<file path="src/rtl/jt49_frac_cen.sv">
// Fractional clock-enable generator: Bresenham accumulator emitting cen at clk*num/den,
// with a busy/err handshake to reprogram the ratio at a pulse boundary.
module jt49_frac_cen #(
    parameter int W = 10
) (
    input  logic         clk,
    input  logic         rst_n,
    input  logic [W-1:0] num_in,
    input  logic [W-1:0] den_in,
    input  logic         upd,
    output logic         busy,
    output logic         err,
    output logic         cen,
    output logic [15:0]  pulses
);
    typedef enum logic {ST_IDLE, ST_PEND} state_t;

    state_t       r_state;
    logic [W-1:0] r_num;
    logic [W-1:0] r_den;
    logic [W-1:0] r_acc;
    logic [W-1:0] r_pnum;
    logic [W-1:0] r_pden;
    logic         r_busy;
    logic         r_err;
    logic         r_cen;
    logic [15:0]  r_pulses;

    logic [W:0]   w_sum;
    logic         w_wrap;
    logic [W-1:0] w_acc_nxt;
    logic         w_valid;
    logic         w_apply;

    // acc < den and num <= den, so the sum never exceeds W+1 bits
    assign w_sum     = {1'b0, r_acc} + {1'b0, r_num};
    assign w_wrap    = (w_sum >= {1'b0, r_den});
    assign w_acc_nxt = w_wrap ? W'(w_sum - {1'b0, r_den}) : w_sum[W-1:0];
    assign w_valid   = upd && (den_in != '0) && (num_in <= den_in);
    // A disabled generator never wraps, so it takes the new ratio straight away
    assign w_apply   = w_wrap || (r_num == '0);

    always_ff @(posedge clk) begin
        if (!rst_n) begin
            r_state  <= ST_IDLE;
            r_num    <= '0;
            r_den    <= W'(1);
            r_acc    <= '0;
            r_pnum   <= '0;
            r_pden   <= '0;
            r_busy   <= 1'b0;
            r_err    <= 1'b0;
            r_cen    <= 1'b0;
            r_pulses <= '0;
        end else begin
            r_cen    <= w_wrap;
            r_err    <= upd && !w_valid;
            r_pulses <= r_pulses + {15'd0, r_cen};
            r_acc    <= w_acc_nxt;
            if (r_state == ST_IDLE) begin
                if (w_valid) begin
                    r_pnum  <= num_in;
                    r_pden  <= den_in;
                    r_busy  <= 1'b1;
                    r_state <= ST_PEND;
                end
            end else begin
                // An upd landing on the apply cycle becomes the next pending ratio
                if (w_apply) begin
                    r_num <= r_pnum;
                    r_den <= r_pden;
                    r_acc <= '0;
                    if (!w_valid) begin
                        r_busy  <= 1'b0;
                        r_state <= ST_IDLE;
                    end
                end
                if (w_valid) begin
                    r_pnum <= num_in;
                    r_pden <= den_in;
                end
            end
        end
    end

    assign busy   = r_busy;
    assign err    = r_err;
    assign cen    = r_cen;
    assign pulses = r_pulses;
endmodule

</file>
<file path="config.mk">
export PLATFORM = sky130hd
export DESIGN_NAME = jt49_frac_cen
export DESIGN_NICKNAME = d
export VERILOG_FILES = /design/src/rtl/jt49_frac_cen.sv
export SDC_FILE = /design/constraint.sdc
export NUM_CORES = 1
export LEC_CHECK = 0
export BUFFER_PORTS_ARGS = -buffer_cell sky130_fd_sc_hd__buf_2
export CORE_MARGIN = 5
export CORE_UTILIZATION = 45
export CTS_CLUSTER_DIAMETER = 120
export DETAILED_ROUTE_END_ITERATION = 10
export GPL_TIMING_DRIVEN = 0
export PLACE_DENSITY_LB_ADDON = 0.05
export SETUP_SLACK_MARGIN = 0.05
export SYNTH_ARGS = -nofsm -noshare
export SYNTH_HDL_FRONTEND = slang
export SYNTH_SLANG_ARGS = --single-unit
</file>
<file path="constraint.sdc">
create_clock -name clk -period 4.35 [get_ports clk]
set_input_delay 0.87 -clock clk [delete_from_list [all_inputs] [get_ports clk]]
set_output_delay 0.87 -clock clk [all_outputs]
set_load 0.05 [all_outputs]
</file>
## Yosys cells after proc, flatten, opt, wreduce, memory -nomap -nowiden

Cells that the tools add are included.

| word-level totals | value |
|---|---|
| bits in registers | 70 |
| bits in latches | 0 |
| RAM bits | 0 |
| memory bits (read-only) | 0 |
| input bits | 23 |
| output and inout port bits | 19 |
| memories kept | 0 |

| cells by class | value |
|---|---|
| add/sub/neg operators | 3 |
| multiply operators | 0 |
| div/mod/pow operators | 0 |
| $lt $le $gt $ge | 2 |
| equal/unequal tests | 2 |
| shifts and indexed selects | 0 |
| muxes and demuxes | 10 |
| bitwise operators | 0 |
| reductions and logical operators | 10 |

Operators with widths:

| operator | number |
|---|---|
| $mux 10 | 3 |
| $add 16x1->16 | 1 |
| $add 10x10->11 | 1 |
| $ge 11x10->1 | 1 |
| $le 10x10->1 | 1 |
| $logic_not 10->1 | 1 |
| $reduce_bool 10->1 | 1 |
| $sub 10x10->10 | 1 |
| $mux 1 | 7 |
| $logic_and 1x1->1 | 3 |
| $reduce_and 3->1 | 1 |
| $ne 2x1->1 const B | 1 |
| $ne 2x2->1 const B | 1 |
| $reduce_and 2->1 | 1 |
| $reduce_bool 2->1 | 1 |
| $logic_not 1->1 | 1 |
| $logic_or 1x1->1 | 1 |

## Longest topological paths before layout

Gate-level depths: netlist of the first run.

| depth | value |
|---|---|
| word-level depth | 6 |
| gate-level depth with buffers | 19 |
| depth with buffers taken out | 16 |

## Worst setup path after synthesis of the first run

OpenSTA, ideal clock, no wires.

| timing path | value |
|---|---|
| path kind | flip-flop to flip-flop |
| from | register r_num[4] |
| to | register r_den[0] |
| library setup time | 125 ps |
| arrival time | 3,424 ps |
| setup slack | 801 ps |
| stages on the path, launching flop included | 18 |
| buffers on the path | 3 |
| period minus slack after synthesis | 3,549 ps |
| cells stage by stage | dfxtp_1 ha_1 and2_1 a221o_1 o2111a_1 or2_1 a211oi_2 ha_1 nand4_1 o21ai_0 a21oi_1 and4_1 buf_6 nand2b_1 buf_4 buf_12 mux2i_1 nand2_1 |

| on the way | value |
|---|---|
| word-level cells in the longest chain between the ends | 4 |
| elaborated cells between the ends (all ways) | 5 |
| those cells by class | add/sub (1); order compare (1); reduce/logical (3) |

RTL lines:

| item | line | RTL |
|---|---|---|
| start, declared | 19 | `logic [W-1:0] r_num;` |
| start signal, assigned | 70 | `r_num <= r_pnum;` |
| $add 10x10->11 | 36 | `assign w_sum = {1'b0, r_acc} + {1'b0, r_num};` |
| $ge 11x10->1 | 37 | `assign w_wrap = (w_sum >= {1'b0, r_den});` |
| $logic_or 1x1->1 * | 41 | `assign w_apply = w_wrap \|\| (r_num == '0);` |
| $reduce_and 2->1 (no source line) * | -- |  |
| end signal, assigned | 71 | `r_den <= r_pden;` |
| end, declared | 20 | `logic [W-1:0] r_den;` |

Mark *: on every way between the ends. The rest lies on a longest branch, timed or not.
A chain may end at the register's enable or synchronous reset.

## Final worst setup path of the first run

Ends and elaborated chain as after synthesis.

==> impl_results.md, run 1 <==
- Post-synthesis sequential element count: 70
- HP Class: reg2reg
- Final WL: 9070 um
- Post-layout min period: 3.95 ns
- CP Class: reg2reg
- Die height: 105 um
- Worst Clk Skew: 0.00807 ns
- Tot GR Track Use: 16.8%
- Hold_ws: 0.516 ns
- Die Wd: 105 um
- Main flop type after synthesis: dfxtp_1
- Post-synth EDFFs: 0
- Buf/Inv on CP: 3
- Commonest cells in the netlist: 70 x dfxtp_1, 45 x nor2b_1, 43 x mux2i_1, 32 x ha_1, 32 x inv_1
- Remaining DRCs: 0
- CP max stage cell: a221o_1
- Hold_buf cts: 0
- Clock Sinks: 70
- P_leak: 2.08 nW
- Status: finished, final reports clean
- Synthesized Nets: 485
- Synth warnings: 0
- RSZ-0062 raised after global routing: no
- Most frequent cell after synthesis: dfxtp_1
- CTS Root Buffer Type: clkbuf_8
- Initial core utilization: 46.4%
- MaxCap Viol Count: 0
- Crit end category: register
- Clock Latency Late Sink: 0.35 ns
- Yosys top cell area share: 34.6%
- Initial antenna violation count: 0
- Final worst slack: 0.396 ns
- TritonCTS buffer count: 9
- Number of diodes: 0
- Setup TNS: 0 ns
- Top Ports: 42
- Critical path's top delay family: compound AO/OA/AOI/OAI gates
- Critical Path Start Type: register
- DRT iter0 DRCs: 143
- Std cell rows: 34
- Vias/cell: 5.29
- Post-synth ARST share: 0%
- Core area: 0.00872 mm^2
- Pwr dens: 475 mW/mm^2
- Most area-consuming cells after synthesis: dfxtp_1 35%, mux2i_1 11%, ha_1 9.9%
- Critical Path RT: 4.57 ns
- Relative slew slack: 71.9%
- Total grt overflow: 0
- WP data arrival: 4.17 ns
- Count of pins over their slew limit: 0
- Post-synthesis cell area: 0.00405 mm^2
- Final setup violation count: 0
- Synth Instances: 428
- Clk slew on worst S/H paths: 0.08 ns
- Port Buffers: 41
- Avg Inst Size Synth: 9.45 um^2
- Final core occ: 52.5%
- TritonCTS clock tree: built
- Yosys cell types: 54
- Post-synthesis sequential area ratio: 34.6%
- Worst vdd ir: 0.247 mV
- Part of the cycle the worst path needs: 90.9%
- Largest net degree at the start of global routing: 14
- Layout area overhead: 13.1%
- GP Congestion: 0.873
- Worst Max-Slew Pin Slew: 0.421 ns
- Number of hold violations in the final report: 0
- WL per Instance: 15.3 um
- Post-route ant nets: 0
- First-pass GRT wire length: 15,000 um
- H-tree depth: 3
- Layout cells sized above 1: 14.8%
- Fmax: 253 MHz
- First-pass detailed-route iteration total: 5
- Routed vias: 3,137
- Synth area leader: dfxtp_1
- Most used cell, CP: ha_1
- Cells along the critical path: ha_1, and2_1, a221o_1, o2111a_1, or2_1, a211oi_4, ha_1, nand4_1, o21ai_0, a21oi_1, and4_1, buf_6, nand2b_1, buf_4, buf_12, mux2i_1, nand2_1
- Place WS: 0.396 ns
- Total die area: 0.0110 mm^2
- Final net count: 537
- CTS Buffer Depth: 2
- DP HPWL: 7170 um
- Vias in the first global route: 3,039
- CP peak stage delay: 0.36 ns
- CP max FO: 10
layout make-up:
| type | instances | area (um^2) |
|---|---|---|
| sequential | 70 | 1400 |
| clock inverter | 6 | 45.0 |
| buffer | 18 | 118 |
| inverter | 33 | 124 |
| timing repair buffer | 41 | 205 |
| clock buffer | 10 | 138 |
| fill | 839 | 4150 |
| multi-input combinational | 307 | 2410 |
| tap | 108 | 135 |
worst register-to-register path, stage by stage, from the launching register on:
cell and delay (ns):
dfxtp_1 0.35, ha_1 0.35, and2_1 0.19, a221o_1 0.36, o2111a_1 0.28, or2_1 0.28
a211oi_4 0.23, ha_1 0.34, nand4_1 0.13, o21ai_0 0.11, a21oi_1 0.20, and4_1 0.24
buf_6 0.14, nand2b_1 0.11, buf_4 0.15, buf_12 0.14, mux2i_1 0.18, nand2_1 0.06
metrics by stage:
stage / total power [mW] / instance area (um^2) / instances
2_1_floorplan: 1.49 / 4050 / 428
6_report: 2.17 / 4580 / 593
3_3_place_gp: 1.68 / 4390 / 577
5_1_grt: 2.33 / 4580 / 593
3_5_place_dp: 1.69 / 4390 / 577
4_1_cts: 2.19 / 4570 / 593
kinds of logic (layout without fill, tap and decap cells):
family,count (synthesis),count (layout),synth area share [%]
adders and majority gates,34,34,10.9
AOI/OAI and AO/OA,73,73,13.5
buffers and inverters,51,108,5.97
DFF,70,70,34.6
muxes,43,43,10.6
and+or+nand+nor,133,133,19.1
xor gates and xnor gates,24,24,5.20
state kept, by name, summed over array words and instances, names as in the netlist:
name / flops
r_pnum: 10
r_state: 1
r_num: 10
r_acc: 10
r_pden: 10
err: 1
busy: 1
cen: 1
r_den: 10
pulses: 16
placed cells by master, fill, tap and decap left out, drive strengths merged, types with 3 or more instances in the layout:
master	n
o211ai	4
nand2	11
o221ai	4
and2	24
o21ai	11
xor2	3
nand3	11
xnor2	21
ha	32
clkinvlp	3
a32o	3
a21oi	12
a21boi	7
nor3	4
nand4	9
o21a	7
nor2b	45
a21o	5
mux2i	43
inv	34
dfxtp	70
nor2	10
clkbuf	19
and4	3
nor4	4
buf	50
and3	6
report_power, final:
group          switching, mW  internal [mW]  total, mW
registers             0.0301          0.702      0.732
logic                  0.530          0.422      0.951
clock network          0.262          0.225      0.488
total                  0.822           1.35       2.17
what timing repair did:
action                     4_1_cts  5_1_grt
setup endpoints to repair        0        1
buffers inserted                 0        0
resized for setup                0        1
path summary, 6_finish.rpt:
path,from,end,slack (ns),depth (start not counted)
min reg2reg,r_pden[0]$_SDFFE_PN0P_,r_den[0]$_SDFFE_PN1P_,0.52,2
min,r_pden[0]$_SDFFE_PN0P_,r_den[0]$_SDFFE_PN1P_,0.52,2
max reg2reg,r_num[4]$_SDFFE_PN0P_,r_den[0]$_SDFFE_PN1P_,0.40,17
max,r_num[4]$_SDFFE_PN0P_,r_den[0]$_SDFFE_PN1P_,0.40,17
layer usage:
layer	global-route usage [%]	vias to the layer above	share of wire, %
li1	-	1606	-
met1	22.3	1468	47
met2	27.7	58	48
met3	3.82	5	4.4
met4	4.11	0	0.56
met5	0	-	0
No activity file was read; power rests on OpenSTA's default activity.
==> run 2: changes to the inputs <==
- clock period: 4.35 -> 3.7 ns (I/O delays scaled with it)
==> run 2 against run 1 <==
Effect of this change:
- clock skew hardly changed
- critical path depth is 1 higher
- largest power group unchanged
- design area is 7.0% higher
- first-iteration DRC count is 2.1% higher
- highest routed layer unchanged
- combinational power is 35% higher
- total power is 25% higher
- core utilization is 3.7 points higher
- global-route usage is 0.18 points higher
==> impl_results.md, run 2 (synthesis gave the netlist of run 1 again) <==
- Status: finished, final reports clean
- Commonest non-fill, non-tap cell in the layout: dfxtp_1
- HP Class: reg2reg
- Count of pins over their slew limit: 0
- RSZ-0062 raised after global routing: yes
- Register area: 0.00142 mm^2
- Pwr dens: 556 mW/mm^2
- Clk slew on worst S/H paths: 0.08 ns
- Post-DP Area: 0.00439 mm^2
- Vias in the first global route: 3,081
- Part of the cycle the worst path needs: 96.9%
- Post-route ant nets: 0
- Crit end category: register
- CTS Root Buffer Type: clkbuf_8
- DP HPWL: 7170 um
- WL per Instance: 15.7 um
- First-pass detailed-route iteration total: 4
- Clock share of power: 21.1%
- Design Power: 2.72 mW
- Vias/cell: 5.30
- DRT iter0 DRCs: 146
- First-pass GRT wire length: 15,100 um
- Seq pwr share: 31.8%
- Hold Path Depth: 2
- H-tree depth: 3
- Die height: 105 um
- Worst Clk Skew: 0.00826 ns
- Fmax: 279 MHz
- Cells along the critical path: ha_4, inv_2, fa_2, nor2b_2, o31a_1, o21a_1, nor2_2, xnor2_2, ha_4, or4_4, o221ai_4, and4_1, buf_6, nand2b_4, buf_6, buf_12, mux2i_2, nor2b_1
- TritonCTS clock tree: built
- Port Buffers: 41
- Clock Latency Late Sink: 0.35 ns
- WP data arrival: 3.83 ns
- CP peak stage delay: 0.45 ns
- P_leak: 2.20 nW
- TritonCTS buffer count: 9
- Area occupied by multi-input gates: 0.00259 mm^2
- Critical path's top delay family: simple AND/OR/NAND/NOR gates
- Tot GR Track Use: 17.0%
- Initial core utilization: 46.4%
- Core area: 0.00872 mm^2
- Relative slew slack: 72.7%
- Remaining DRCs: 0
- Switching share of power: 38.0%
- Max reg flops: 16
- Routed vias: 3,211
- Total die area: 0.0110 mm^2
- CTS Buffer Depth: 2
- Layout area overhead: 21.0%
- Clock Sinks: 70
- Buf/Inv on CP: 4
- Worst r2r path cells: 18
- Post-layout min period: 3.59 ns
- Worst Max-Slew Pin Slew: 0.410 ns
- Most frequent cells in the layout: 65 x dfxtp_1, 45 x buf_2, 44 x nor2b_1
- Setup TNS: 0 ns
- Die Wd: 105 um
- Fin area: 0.00490 mm^2
- Number of hold violations in the final report: 0
- Worst vdd ir: 0.290 mV
- Largest net degree at the start of global routing: 14
- Critical Path Start Type: register
- P_int: 1.69 mW
- Initial antenna violation count: 0
- CP Class: reg2reg
- Critical Path Stages: 18
- Top Ports: 42
- CP max FO: 10
- GP Congestion: 0.873
- Final net count: 550
- Final core occ: 56.1%
- Combinational share of power: 47.0%
- CP max stage cell: or4_4
- Fillers: 812
- Final setup violation count: 0
- MaxCap Viol Count: 0
- Final WL: 9510 um
- Critical Path RT: 3.94 ns
- Layout cells sized above 1: 23.7%
- Hold_ws: 0.501 ns
- Sw power: 1.03 mW
- Number of diodes: 0
- Std cell rows: 34
- Total grt overflow: 0
## run 2: through the flow
step | instances | setup slack [ns]
after floorplan | 428 | 0.151
after global placement | 577 | -0.232
after detailed placement | 577 | -0.254
after CTS | 600 | 0.00467
after global routing | 606 | -0.0359
final | 606 | 0.114
## run 2: final cells by class
type	count	area share, %
Buffer	17	2.38
Clock buffer	10	2.81
Clock inverter	6	0.920
Inverter	33	2.53
Multi-Input combinational cell	307	52.9
Sequential cell	70	28.9
Tap cell	108	2.76
Timing Repair Buffer	55	6.77
## run 2: final timing paths
| check | startpoint | endpoint | slack (ns) |
|---|---|---|---|
| min reg2reg | r_pden[0]$_SDFFE_PN0P_ | r_den[0]$_SDFFE_PN1P_ | 0.50 |
| min | r_pden[0]$_SDFFE_PN0P_ | r_den[0]$_SDFFE_PN1P_ | 0.50 |
| max | r_num[0]$_SDFFE_PN0P_ | r_den[5]$_SDFFE_PN0P_ | 0.11 |
| max reg2reg | r_num[0]$_SDFFE_PN0P_ | r_den[5]$_SDFFE_PN0P_ | 0.11 |
## run 2: power by group through the flow
stage          registers [mW]  logic [mW]  clock network, mW
2_1_floorplan           0.916       0.840                  0
3_3_place_gp            0.878        1.10                  0
3_5_place_dp            0.879        1.11                  0
4_1_cts                 0.864        1.15              0.594
5_1_grt                 0.875        1.41              0.627
6_report                0.868        1.28              0.576
## run 2: per-layer routing
metal  GRT usage [%]  up-vias  routed length, um
met5               0        -                  0
met4            4.47        0                115
met3            4.07       13                308
met2            28.1       52               4570
met1            22.3     1502               4510
li1                -     1644                  -
## run 2: worst min-delay path: stages (launching register included)
cell	delay [ns]
dfxtp_1	0.35
mux2i_1	0.07
nand2_1	0.06
## run 2: repair_timing
action,CTS,global route
hold buffers,0,0
pin swaps,8,18
buffers inserted,7,6
cloned,0,1
resized for setup,11,33
endpoints found under the setup margin,27,30
==> run 3: changes to the inputs <==
- MAX_ROUTING_LAYER: default -> met4
==> run 3 against run 2 <==
Effect of this change:
- wire length is 0.35% lower
- core utilization stayed put
- fmax is 0.36% higher
==> impl_results.md, run 3 (synthesis gave the netlist of run 1 again) <==
- Initial antenna violation count: 0
- Final WL: 9480 um
- Core area: 0.00872 mm^2
- Port Buffers: 41
- Worst vdd ir: 0.292 mV
- Worst Max-Slew Pin Slew: 0.411 ns
- Vias/cell: 5.31
- Design Power: 2.72 mW
- Worst Clk Skew: 0.00809 ns
- Worst r2r path cells: 18
- Critical hold path startpoint: r_pden[0]$_SDFFE_PN0P_
- CP peak stage delay: 0.45 ns
- Relative slew slack: 72.6%
- Post-DP Area: 0.00439 mm^2
- Worst R2R Setup Slack: 0.13 ns
- Hold Path Depth: 2
- Remaining DRCs: 0
- Post-layout min period: 3.57 ns
- HP Class: reg2reg
- Initial core utilization: 46.4%
- Reg2reg end: r_den[5]$_SDFFE_PN0P_
- Vias in the first global route: 3,082
- RSZ-0062 raised after global routing: yes
- Total die area: 0.0110 mm^2
- MaxCap Viol Count: 0
- Die height: 105 um
- Layout cells sized above 1: 23.7%
- Clk slew on worst S/H paths: 0.08 ns
- First-pass detailed-route iteration total: 4
- CP max FO: 10
- Largest net degree at the start of global routing: 14
- Tot GR Track Use: 17.5%
- Worst r2r src: r_num[0]$_SDFFE_PN0P_
- H-tree depth: 3
- Final std cells w/o fill: 606
- Std cell rows: 34
- Top Ports: 42
- CP max stage cell: or4_4
- Placed cells: 577
- GP Congestion: 0.888
- Count of pins over their slew limit: 0
- Part of the cycle the worst path needs: 96.6%
- Status: finished, final reports clean
- Hold Path Sink: r_den[0]$_SDFFE_PN1P_
- Clock Sinks: 70
- Layout area overhead: 21.0%
- Final setup violation count: 0
- First-pass GRT wire length: 15,100 um
- Crit end category: register
- Number of diodes: 0
- Critical Path Start Type: register
- WP data arrival: 3.82 ns
- Critical Path RT: 3.94 ns
- CP Class: reg2reg
- TritonCTS buffer count: 9
- CTS Root Buffer Type: clkbuf_8
- TritonCTS clock tree: built
- Final core occ: 56.1%
- Cells along the critical path: ha_4, inv_2, fa_2, nor2b_2, o31a_1, o21a_1, nor2_2, xnor2_2, ha_4, or4_4, o221ai_4, and4_1, buf_6, nand2b_4, buf_6, buf_12, mux2i_2, nor2b_1
- Final net count: 550
- Commonest non-fill, non-tap cell in the layout: dfxtp_1
- DP HPWL: 7170 um
- DRT iter0 DRCs: 130
- Fmax: 280 MHz
- P_leak: 2.20 nW
- WL per Instance: 15.6 um
- Number of hold violations in the final report: 0
- Post-route ant nets: 0
- Die Wd: 105 um
- Total grt overflow: 0
- Fin area: 0.00490 mm^2
- Most frequent cells in the layout: 65 x dfxtp_1, 45 x buf_2, 44 x nor2b_1
- Routed vias: 3,215
- Clock Latency Late Sink: 0.35 ns
- Max reg flops: 16
- Pwr dens: 555 mW/mm^2
- CTS Buffer Depth: 2
run 3: repair_timing:
action                                  in CTS  in global routing
endpoints found under the setup margin      27                 30
pin swaps                                    8                 18
hold buffers                                 0                  0
setup buffers                                7                  6
cloned                                       0                  1
resized for setup                           11                 33
run 3: through the flow:
| stage | hold slack [ns] | TNS (ns) | setup slack, ns |
|---|---|---|---|
| after floorplan | 0.441 | 0 | 0.151 |
| after global placement | 0.463 | -4.36 | -0.232 |
| after detailed placement | 0.479 | -5.01 | -0.254 |
| after CTS | 0.504 | 0 | 0.00467 |
| after global routing | 0.541 | -0.135 | -0.0349 |
| final | 0.501 | 0 | 0.126 |
run 3: critical path, delay by kind of cell (launching register included):
kind / cells / cell delay [ns]
xor+xnor: 1 / 0.18
simple gates: 6 / 1.04
compound gates: 3 / 0.51
fa+ha+maj: 3 / 0.74
mux: 1 / 0.19
flops: 1 / 0.37
buf+inv: 4 / 0.42
run 3: layout make-up:
type	count	area, um^2
timing repair buffer	55	332
sequential	70	1420
clock buffer	10	138
tap	108	135
buffer	17	116
clock inverter	6	45.0
multi-input combinational	307	2590
inverter	33	124
fill	812	3820
run 3: layer usage:
layer | global-route usage [%] | wire length, um
met2 | 28.1 | 4550
met1 | 22.3 | 4380
met3 | 3.33 | 389
met4 | 5.30 | 151
met5 | - | 0
run 3: worst max-delay path by stage:
stage / cells past startpoint / start / slack [ns] / to
2_1_floorplan: 17 / r_num[4]$_SDFFE_PN0P_ / 0.15 / r_den[0]$_SDFFE_PN1P_
3_3_place_gp: 17 / r_num[4]$_SDFFE_PN0P_ / -0.23 / r_den[0]$_SDFFE_PN1P_
3_5_place_dp: 17 / r_num[4]$_SDFFE_PN0P_ / -0.25 / r_num[0]$_SDFFE_PN0P_
4_1_cts: 17 / r_num[3]$_SDFFE_PN0P_ / 0.005 / r_den[0]$_SDFFE_PN1P_
5_1_grt: 19 / r_num[0]$_SDFFE_PN0P_ / -0.03 / r_den[0]$_SDFFE_PN1P_
6_report: 18 / r_num[0]$_SDFFE_PN0P_ / 0.13 / r_den[5]$_SDFFE_PN0P_
run 3: power breakdown:
group	switching [mW]	internal, mW	total (mW)
registers	0.0420	0.825	0.867
clock network	0.309	0.265	0.574
logic	0.678	0.600	1.28
total	1.03	1.69	2.72
